`config.mk`:
```
export PLATFORM = sky130hd
export DESIGN_NAME = disaggregator_flat
export DESIGN_NICKNAME = d
export VERILOG_FILES = /design/src/rtl/disaggregator_if.sv /design/src/rtl/disaggregator.sv /design/src/flat_wrapper.sv
export SDC_FILE = /design/constraint.sdc
export NUM_CORES = 1
export LEC_CHECK = 0
export ABC_AREA = 1
export CAP_MARGIN = 25
export CORE_UTILIZATION = 51
export DETAILED_ROUTE_END_ITERATION = 6
export PLACE_DENSITY = 0.84
export SLEW_MARGIN = 10
export SYNTH_ARGS = -nofsm -noshare
export SYNTH_HDL_FRONTEND = slang
export SYNTH_SLANG_ARGS = --single-unit
```
`constraint.sdc`:
```
create_clock -name clk -period 3.9 [get_ports clk]
set_clock_uncertainty 0.15 [all_clocks]
set_input_delay 0.78 -clock clk [delete_from_list [all_inputs] [get_ports clk]]
set_output_delay 0.78 -clock clk [all_outputs]
set_load 0.01 [all_outputs]
```
`src/rtl/disaggregator_if.sv`:
```
// Handshake bundle between a show-ahead wide FIFO, the disaggregator and a narrow FIFO.
interface disaggregator_if #(
  parameter int DATA_WIDTH  = 11,
  parameter int FETCH_WIDTH = 4
);
  logic [FETCH_WIDTH*DATA_WIDTH-1:0] sender_data;
  logic                              sender_empty_n;
  logic                              sender_deq;
  logic [DATA_WIDTH-1:0]             receiver_data;
  logic                              receiver_full_n;
  logic                              receiver_enq;
  logic                              receiver_last;

  modport master (
    input  sender_data, sender_empty_n, receiver_full_n,
    output sender_deq, receiver_data, receiver_enq, receiver_last
  );

  modport slave (
    output sender_data, sender_empty_n, receiver_full_n,
    input  sender_deq, receiver_data, receiver_enq, receiver_last
  );
endinterface

```
`src/rtl/disaggregator.sv`:
```
// Width-down converter: pops one wide word and emits its lanes LSB-first,
// refilling on the last lane so consecutive words stream without a bubble.
module disaggregator #(
  parameter int DATA_WIDTH  = 11,
  parameter int FETCH_WIDTH = 4
) (
  input  logic         clk,
  input  logic         rst,
  disaggregator_if.master bus
);
  localparam int LANE_W = (FETCH_WIDTH > 2) ? $clog2(FETCH_WIDTH) : 1;
  localparam logic [LANE_W-1:0] LAST_LANE = LANE_W'(FETCH_WIDTH - 1);

  typedef enum logic {IDLE, DRAIN} state_t;

  state_t                            state;
  logic [FETCH_WIDTH*DATA_WIDTH-1:0] hold;
  logic [LANE_W-1:0]                 lane;
  logic                              draining;
  logic                              refill;

  always_comb begin
    draining          = (state == DRAIN);
    bus.receiver_data = hold[DATA_WIDTH-1:0];
    bus.receiver_enq  = draining && bus.receiver_full_n;
    bus.receiver_last = draining && (lane == LAST_LANE);
    refill            = bus.receiver_enq && bus.receiver_last && bus.sender_empty_n;
    bus.sender_deq    = (!draining && bus.sender_empty_n) || refill;
  end

  // Load outranks shift so a refill on the last lane replaces the word in one edge.
  always_ff @(posedge clk or posedge rst) begin
    if (rst) begin
      state <= IDLE;
      hold  <= '0;
      lane  <= '0;
    end else if (bus.sender_deq) begin
      state <= DRAIN;
      hold  <= bus.sender_data;
      lane  <= '0;
    end else if (bus.receiver_enq && !bus.receiver_last) begin
      hold  <= hold >> DATA_WIDTH;
      lane  <= lane + LANE_W'(1);
    end else if (bus.receiver_enq) begin
      state <= IDLE;
      hold  <= '0;
      lane  <= '0;
    end
  end
endmodule

```
`src/flat_wrapper.sv`:
```
// flat-port wrapper written by rule: the top's interface ports become plain ports
module disaggregator_flat 
#(
  parameter int DATA_WIDTH  = 11,
  parameter int FETCH_WIDTH = 4
)
  (clk, rst, bus_sender_data, bus_sender_empty_n, bus_receiver_full_n, bus_sender_deq, bus_receiver_data, bus_receiver_enq, bus_receiver_last);
  disaggregator_if #(.DATA_WIDTH(DATA_WIDTH), .FETCH_WIDTH(FETCH_WIDTH)) bus_i ();
  input  logic clk;
  input  logic rst;
  input wire logic [$bits(bus_i.sender_data)-1:0] bus_sender_data;
  input wire logic [$bits(bus_i.sender_empty_n)-1:0] bus_sender_empty_n;
  input wire logic [$bits(bus_i.receiver_full_n)-1:0] bus_receiver_full_n;
  output wire logic [$bits(bus_i.sender_deq)-1:0] bus_sender_deq;
  output wire logic [$bits(bus_i.receiver_data)-1:0] bus_receiver_data;
  output wire logic [$bits(bus_i.receiver_enq)-1:0] bus_receiver_enq;
  output wire logic [$bits(bus_i.receiver_last)-1:0] bus_receiver_last;
  assign bus_i.sender_data = bus_sender_data;
  assign bus_i.sender_empty_n = bus_sender_empty_n;
  assign bus_i.receiver_full_n = bus_receiver_full_n;
  assign bus_sender_deq = bus_i.sender_deq;
  assign bus_receiver_data = bus_i.receiver_data;
  assign bus_receiver_enq = bus_i.receiver_enq;
  assign bus_receiver_last = bus_i.receiver_last;
  disaggregator #(.DATA_WIDTH(DATA_WIDTH), .FETCH_WIDTH(FETCH_WIDTH)) u_core (.clk(clk), .rst(rst), .bus(bus_i));
endmodule
```
# Yosys cells after proc, flatten, opt, wreduce, memory -nomap -nowiden
# Index checks and enable logic that the tools add are counted.
[totals] reg_bits=47 in_bits=48
[classes] add_sub_neg=1 eq_ne=2 mux=9 reduce_logical=12
[ops] op="two-way mux 44 bit" count=3
[ops] op="logical AND 1 bit" count=6
[ops] op="two-way mux 2 bit" count=3
[ops] op="two-way mux 1 bit" count=3
[ops] op="nonzero test 3 bit" count=1
[ops] op="adder 2 x 1 -> 2 bit, second input constant" count=1
[ops] op="equality test 2 bit, second input constant" count=1
[ops] op="zero test 1 bit" count=2
[ops] op="inequality test 2 bit, second input constant" count=1
[ops] op="AND reduction 2 bit" count=1
[ops] op="nonzero test 2 bit" count=1
[ops] op="logical OR 1 bit" count=1

# Logic depth before layout (Yosys ltp)
# Gate-level depths: netlist (run 1).
[logic_depth] word_depth=7 ltp_mapped=6 mapped_depth_nobuf=5

# Worst setup path after synthesis (run 1)
# No wires, ideal clock.
[synth_path] path_kind="input-to-output" from="input bus_sender_empty_n" to="output bus_sender_deq" arrival_time_ns=1.209 required_ns=2.970 slack_ns=1.761 cell_stages=3 path_buffers=1 cell_sequence="buf_2 > inv_1 > a21oi_1"
[synth_between] elab_chain_cells=2
[synth_lines] element="start: declaration" line_no="flat_wrapper.sv:12" text="input wire logic [$bits(bus_i.sender_empty_n)-1:0] bus_sender_empty_n;"
[synth_lines] element="logical AND 1 bit, on equally long branches" line_no="disaggregator.sv:28, disaggregator.sv:27"
[synth_lines] element="logical OR 1 bit *" line_no="disaggregator.sv:28" text="bus.sender_deq = (!draining && bus.sender_empty_n) || refill;"
[synth_lines] element="end: declaration" line_no="flat_wrapper.sv:14" text="output wire logic [$bits(bus_i.sender_deq)-1:0] bus_sender_deq;"
# Mark *: on every way between the ends. The rest lies on a longest branch, timed or not.

# Worst setup path in the final report (run 1)
[layout_path] from="input bus_receiver_full_n" to="output bus_sender_deq"
[layout_between] elab_chain_cells=4
[layout_lines] element="start: declaration" line_no="flat_wrapper.sv:13" text="input wire logic [$bits(bus_i.receiver_full_n)-1:0] bus_receiver_full_n;"
[layout_lines] element="logical AND 1 bit" line_no="disaggregator.sv:25" text="bus.receiver_enq = draining && bus.receiver_full_n;"
[layout_lines] element="logical AND 1 bit (2 in a row)" line_no="disaggregator.sv:27" text="refill = bus.receiver_enq && bus.receiver_last && bus.sender_empty_n;"
[layout_lines] element="logical OR 1 bit" line_no="disaggregator.sv:28"
# No other way between the ends.

==> metrics, run 1 <==
status complete, no violations; # DRC 0; first-pass GRT wire length 8360 um; hold buffers post-CTS 0; initial antenna violation count 0; fillers 344; combinational power share 34.2%; vias per cell 5.76; fin crit share 76.8%; Syn Inst Count 264; syn_nets 313; TritonCTS clock tree done; final net count 352; grt total ovfl 0; Worst Reg-to-Reg Cells 5; setup tns final 0 ns; switch share 33.6%; Seq/Total Area, Yosys 51.8%; VDD IR max 0.000292 V; Die Wd 68.7 um; Int Pwr 1.11 mW; syn_area_per_cell 8.60 um^2; dpl hpwl 3190 um; post_cts resized 0; commonest non-fill, non-tap cell in the layout nand3_1; post-CTS setup buffers 0; largest net degree at the start of global routing 48; Die ar. 0.00472 mm^2; Max Slew Vio Count 0; clock network power share 19.1%; sequential group share of total power 46.7%; RR Startpoint u_core.draining$_DFFE_PP0P_; P&R area growth vs syn 26.0%; GP Congestion 0.749; Cell Rows 23; number of setup violations in the final report 0; Min-Delay Startpoint u_core.hold[42]$_DFFE_PP0P_; Post-Syn Area 0.00227 mm^2; RSZ-0062 raised after global routing no; reg2reg end u_core.hold[3]$_DFFE_PP0P_; leakage 1.35 nW; critical path class input pin to output port; total CTS buffers 5; wire per inst 14.9 um; Tot Pwr 1.68 mW; via count 2038; Initial Util 54.8%; DRT iter0 DRCs 279; DR pass1 iterations 4; Hold Vio Cnt, Final 0; Chip Height 68.7 um; Synth cell types 13; CTS root buffer clkbuf_8; Hold Path Cell Cnt 2; Crit. End Element output port; HP Class register to register; clock buffer depth 2; CTS clk-pin slew, worst paths 0.08 ns; vias in the first global route 1882; PwrDens 586 mW/mm^2; Min Clock Period, post-route 3.00 ns; GRT Total Usage 24.2%; Min-Delay Endpoint u_core.hold[31]$_DFFE_PP0P_; Peak Freq 0.334 GHz; CP Max Fanout 2; Sw Pwr 0.563 mW; Routed Antenna Nets 0; Core Area 0.00414 mm^2; share of layout cells above drive strength 1 4.93%; Register Area 0.00118 mm^2; H-tree depth 2; io pins 62; most frequent cells in the layout 123 x nand3_1, 61 x clkdlybuf4s50_1, 50 x nand2_1; Yosys warning count 0; critical path arrival 2.07 ns; number of max-cap violations 0; routed wire length 5260 um; ant diodes 0; #FFs+latches synth 47; Worst setup SP type input pin; Reg2Reg Setup Slack 1.97 ns; Tightest Pin Transition 0.814 ns; Max-slew headroom 45.5%; Skew-Pair Late Insertion Delay 0.30 ns; Buffers on Ports 61; area of the multi-input gates 856 um^2; Sink Count 47; Worst EP required 2.97 ns
[critical path, cell delays in order]
cell             delay, ns
clkdlybuf4s50_1       0.50
nand2_1               0.09
a21oi_1               0.14
clkdlybuf4s50_1       0.55
[final cells by class]
class | count | area share [%]
clock buffer | 8 | 3.50
tap | 50 | 2.19
multi-input combinational | 180 | 29.9
timing repair buffer | 64 | 22.6
sequential | 47 | 41.1
inverter | 5 | 0.656
[power groups by stage]
stage,sequential [mW],combinational [mW],clock (mW)
floorplan,0.755,0.448,0
detailed placement,0.790,0.568,0
global placement,0.782,0.551,0
CTS,0.780,0.574,0.328
finish,0.783,0.572,0.320
global route,0.801,0.642,0.348
[cells in the mapped netlist]
cell,count,area share (%)
nand3_1,123,27
nand2_1,50,8.3
dfrtp_1,47,52
buf_4,11,3.6
buf_2,10,2.2
buf_6,6,3.0
clkbuf_1,5,0.83
inv_1,5,0.83
nand2_2,3,0.83
a21oi_1,1,0.22
ha_1,1,0.55
nor2_4,1,0.50
o21ai_1,1,0.22
[cells by family after synthesis]
group | synth area share, %
DFF | 51.8
adders and majority gates | 0.551
AOI/OAI and AO/OA | 0.441
buffers and inverters | 10.5
and+or+nand+nor | 36.7
[worst max-delay path by stage]
| stage | from | endpoint | slack [ns] | cells after the start |
|---|---|---|---|---|
| floorplan | bus_sender_empty_n | bus_sender_deq | 1.76 | 3 |
| global placement | bus_receiver_full_n | bus_sender_deq | 0.91 | 4 |
| finish | bus_receiver_full_n | bus_sender_deq | 0.90 | 4 |
| detailed placement | bus_receiver_full_n | bus_sender_deq | 0.91 | 4 |
| CTS | bus_receiver_full_n | bus_sender_deq | 0.89 | 4 |
| global route | bus_receiver_full_n | bus_sender_deq | 0.84 | 4 |
[flip-flops by register name, summed over array words and instances (netlist names)]
signal and cells:
u_core.lane 2, u_core.hold 44, u_core.draining 1
[per-stage QoR]
stage | worst slack, ns | hold WS, ns | cell area (um^2) | instances | util [%]
3_5_place_dp | 0.908 | 0.330 | 2740 | 345 | 66.1
4_1_cts | 0.889 | 0.342 | 2840 | 353 | 68.5
2_1_floorplan | 1.76 | 0.301 | 2270 | 264 | -
6_report | 0.904 | 0.347 | 2860 | 354 | 69.0
5_1_grt | 0.838 | 0.376 | 2860 | 354 | 69.0
3_3_place_gp | 0.906 | 0.322 | 2740 | 345 | 66.1
[per-layer routing]
metal	vias up	track usage (%)	share of wire, %
met2	92	39.1	47
li1	963	-	-
met1	974	31.9	44
met5	-	0	0
met4	0	7.91	1.8
met3	9	6.09	8.0
(Power assumes the default switching activity.)
==> run 2: changes to the inputs <==
CORE_UTILIZATION = 43   (was 51)
PLACE_DENSITY = 0.75   (was 0.84)
clock period = 2.6 ns   (was 3.9 ns; I/O delays follow)
==> run 2 against run 1 <==
  * Count of clock-buffer cells in the layout unchanged
  * Critical path type unchanged
  * First-iteration DRC count decreased by 37%
  * Critical path depth unchanged
  * Critical endpoint unchanged
  * Combinational power increased by 54%
==> metrics, run 2 (same netlist as run 1, synthesis figures left out) <==
critical path arrival 1.80 ns; Cell Rows 26; Skew-Pair Late Insertion Delay 0.30 ns; Initial Util 44.4%; clock buffer depth 2; CP Max Fanout 2; TritonCTS clock tree done; GP Congestion 0.806; number of flip-flops in the largest register 44; Tightest Pin Transition 0.730 ns; Non-Filler Instances 376; io pins 62; H-tree depth 2; Die ar. 0.00557 mm^2; Worst setup SP type input pin; vias per cell 5.28; wire per inst 13.7 um; total CTS buffers 5; PwrDens 871 mW/mm^2; HP Class register to register; Buffers on Ports 61; most frequent cells in the layout 123 x nand3_1, 61 x clkdlybuf4s50_1, 50 x nand2_1; Die Wd 74.7 um; CTS root buffer clkbuf_8; setup tns final 0 ns; DR pass1 iterations 4; Sink Count 47; fillers 485; largest net degree at the start of global routing 47; GRT Total Usage 20.5%; largest register by flop count u_core.hold; number of max-cap violations 0; grt total ovfl 0; hold buffers post-CTS 0; Max Slew Vio Count 0; final net count 354; first-pass GRT wire length 8600 um; Max-slew headroom 51.2%; Crit. End Element output port; VDD IR max 0.000447 V; routed wire length 5170 um; post-CTS setup buffers 0; fin crit share 94.9%; Routed Antenna Nets 0; Min Clock Period, post-route 2.47 ns; P&R area growth vs syn 28.3%; vias in the first global route 1867; via count 1987; dpl hpwl 3390 um; # DRC 0; ant diodes 0; Worst EP required 1.93 ns; status complete, no violations; Peak Freq 0.405 GHz; critical path class input pin to output port; Inst Count DP 368; Hold Vio Cnt, Final 0; number of setup violations in the final report 0; post_cts resized 0; commonest non-fill, non-tap cell in the layout nand3_1; leakage 1.37 nW; Chip Height 74.7 um; Core Area 0.00511 mm^2; initial antenna violation count 0; share of layout cells above drive strength 1 5.56%; RSZ-0062 raised after global routing no; CTS clk-pin slew, worst paths 0.08 ns; DRT iter0 DRCs 175; Tot Pwr 2.53 mW
[run 2: report_power, final]
| part | total (mW) | leakage (nW) | switching (mW) | internal, mW |
|---|---|---|---|---|
| clock | 0.480 | 0.0515 | 0.238 | 0.243 |
| sequential | 1.17 | 0.627 | 0.167 | 1.01 |
| combinational | 0.881 | 0.687 | 0.442 | 0.439 |
| total | 2.53 | 1.37 | 0.846 | 1.69 |
[run 2: area by class of cell]
type / count / area [um^2] / share of cell area [%]
multi-input cells: 180 / 856 / 29.4
flip-flops and latches: 47 / 1180 / 40.4
repair buffers: 66 / 673 / 23.1
inverters: 5 / 18.8 / 0.645
well taps: 70 / 87.6 / 3.01
clock buffers: 8 / 100 / 3.44
[run 2: final timing paths]
| kind | cells after the start | startpoint | slack [ns] | end |
|---|---|---|---|---|
| setup / recovery | 4 | bus_receiver_full_n | 0.13 | bus_sender_deq |
| hold / removal | 2 | u_core.hold[42]$_DFFE_PP0P_ | 0.35 | u_core.hold[31]$_DFFE_PP0P_ |
| setup reg to reg | 4 | u_core.lane[0]$_DFFE_PP0P_ | 0.78 | u_core.hold[8]$_DFFE_PP0P_ |
| hold reg to reg | 2 | u_core.hold[42]$_DFFE_PP0P_ | 0.35 | u_core.hold[31]$_DFFE_PP0P_ |
| max in group asynchronous | 3 | rst | 1.40 | u_core.hold[12]$_DFFE_PP0P_ |
| min in group asynchronous | 2 | rst | 0.41 | u_core.hold[0]$_DFFE_PP0P_ |
[run 2: critical path, cell delays in order]
cell	delay (ns)
clkdlybuf4s50_1	0.49
nand2_1	0.10
a21oi_1	0.14
clkdlybuf4s50_1	0.55
[run 2: through the flow]
step	hold slack (ns)	cell area, um^2	utilization [%]	worst slack (ns)
6_report	0.346	2910	57.0	0.134
4_1_cts	0.349	2910	57.0	0.127
2_1_floorplan	0.301	2270	-	0.814
3_3_place_gp	0.321	2810	55.0	0.123
3_5_place_dp	0.330	2810	55.0	0.148
5_1_grt	0.356	2910	57.0	0.0694
[run 2: routing by layer]
layer,up-vias,wire length (um),track usage [%]
met5,-,0,0
met4,0,78,7.55
met3,7,292,3.61
met2,80,2420,33.7
met1,933,2370,27.3
li1,967,-,-
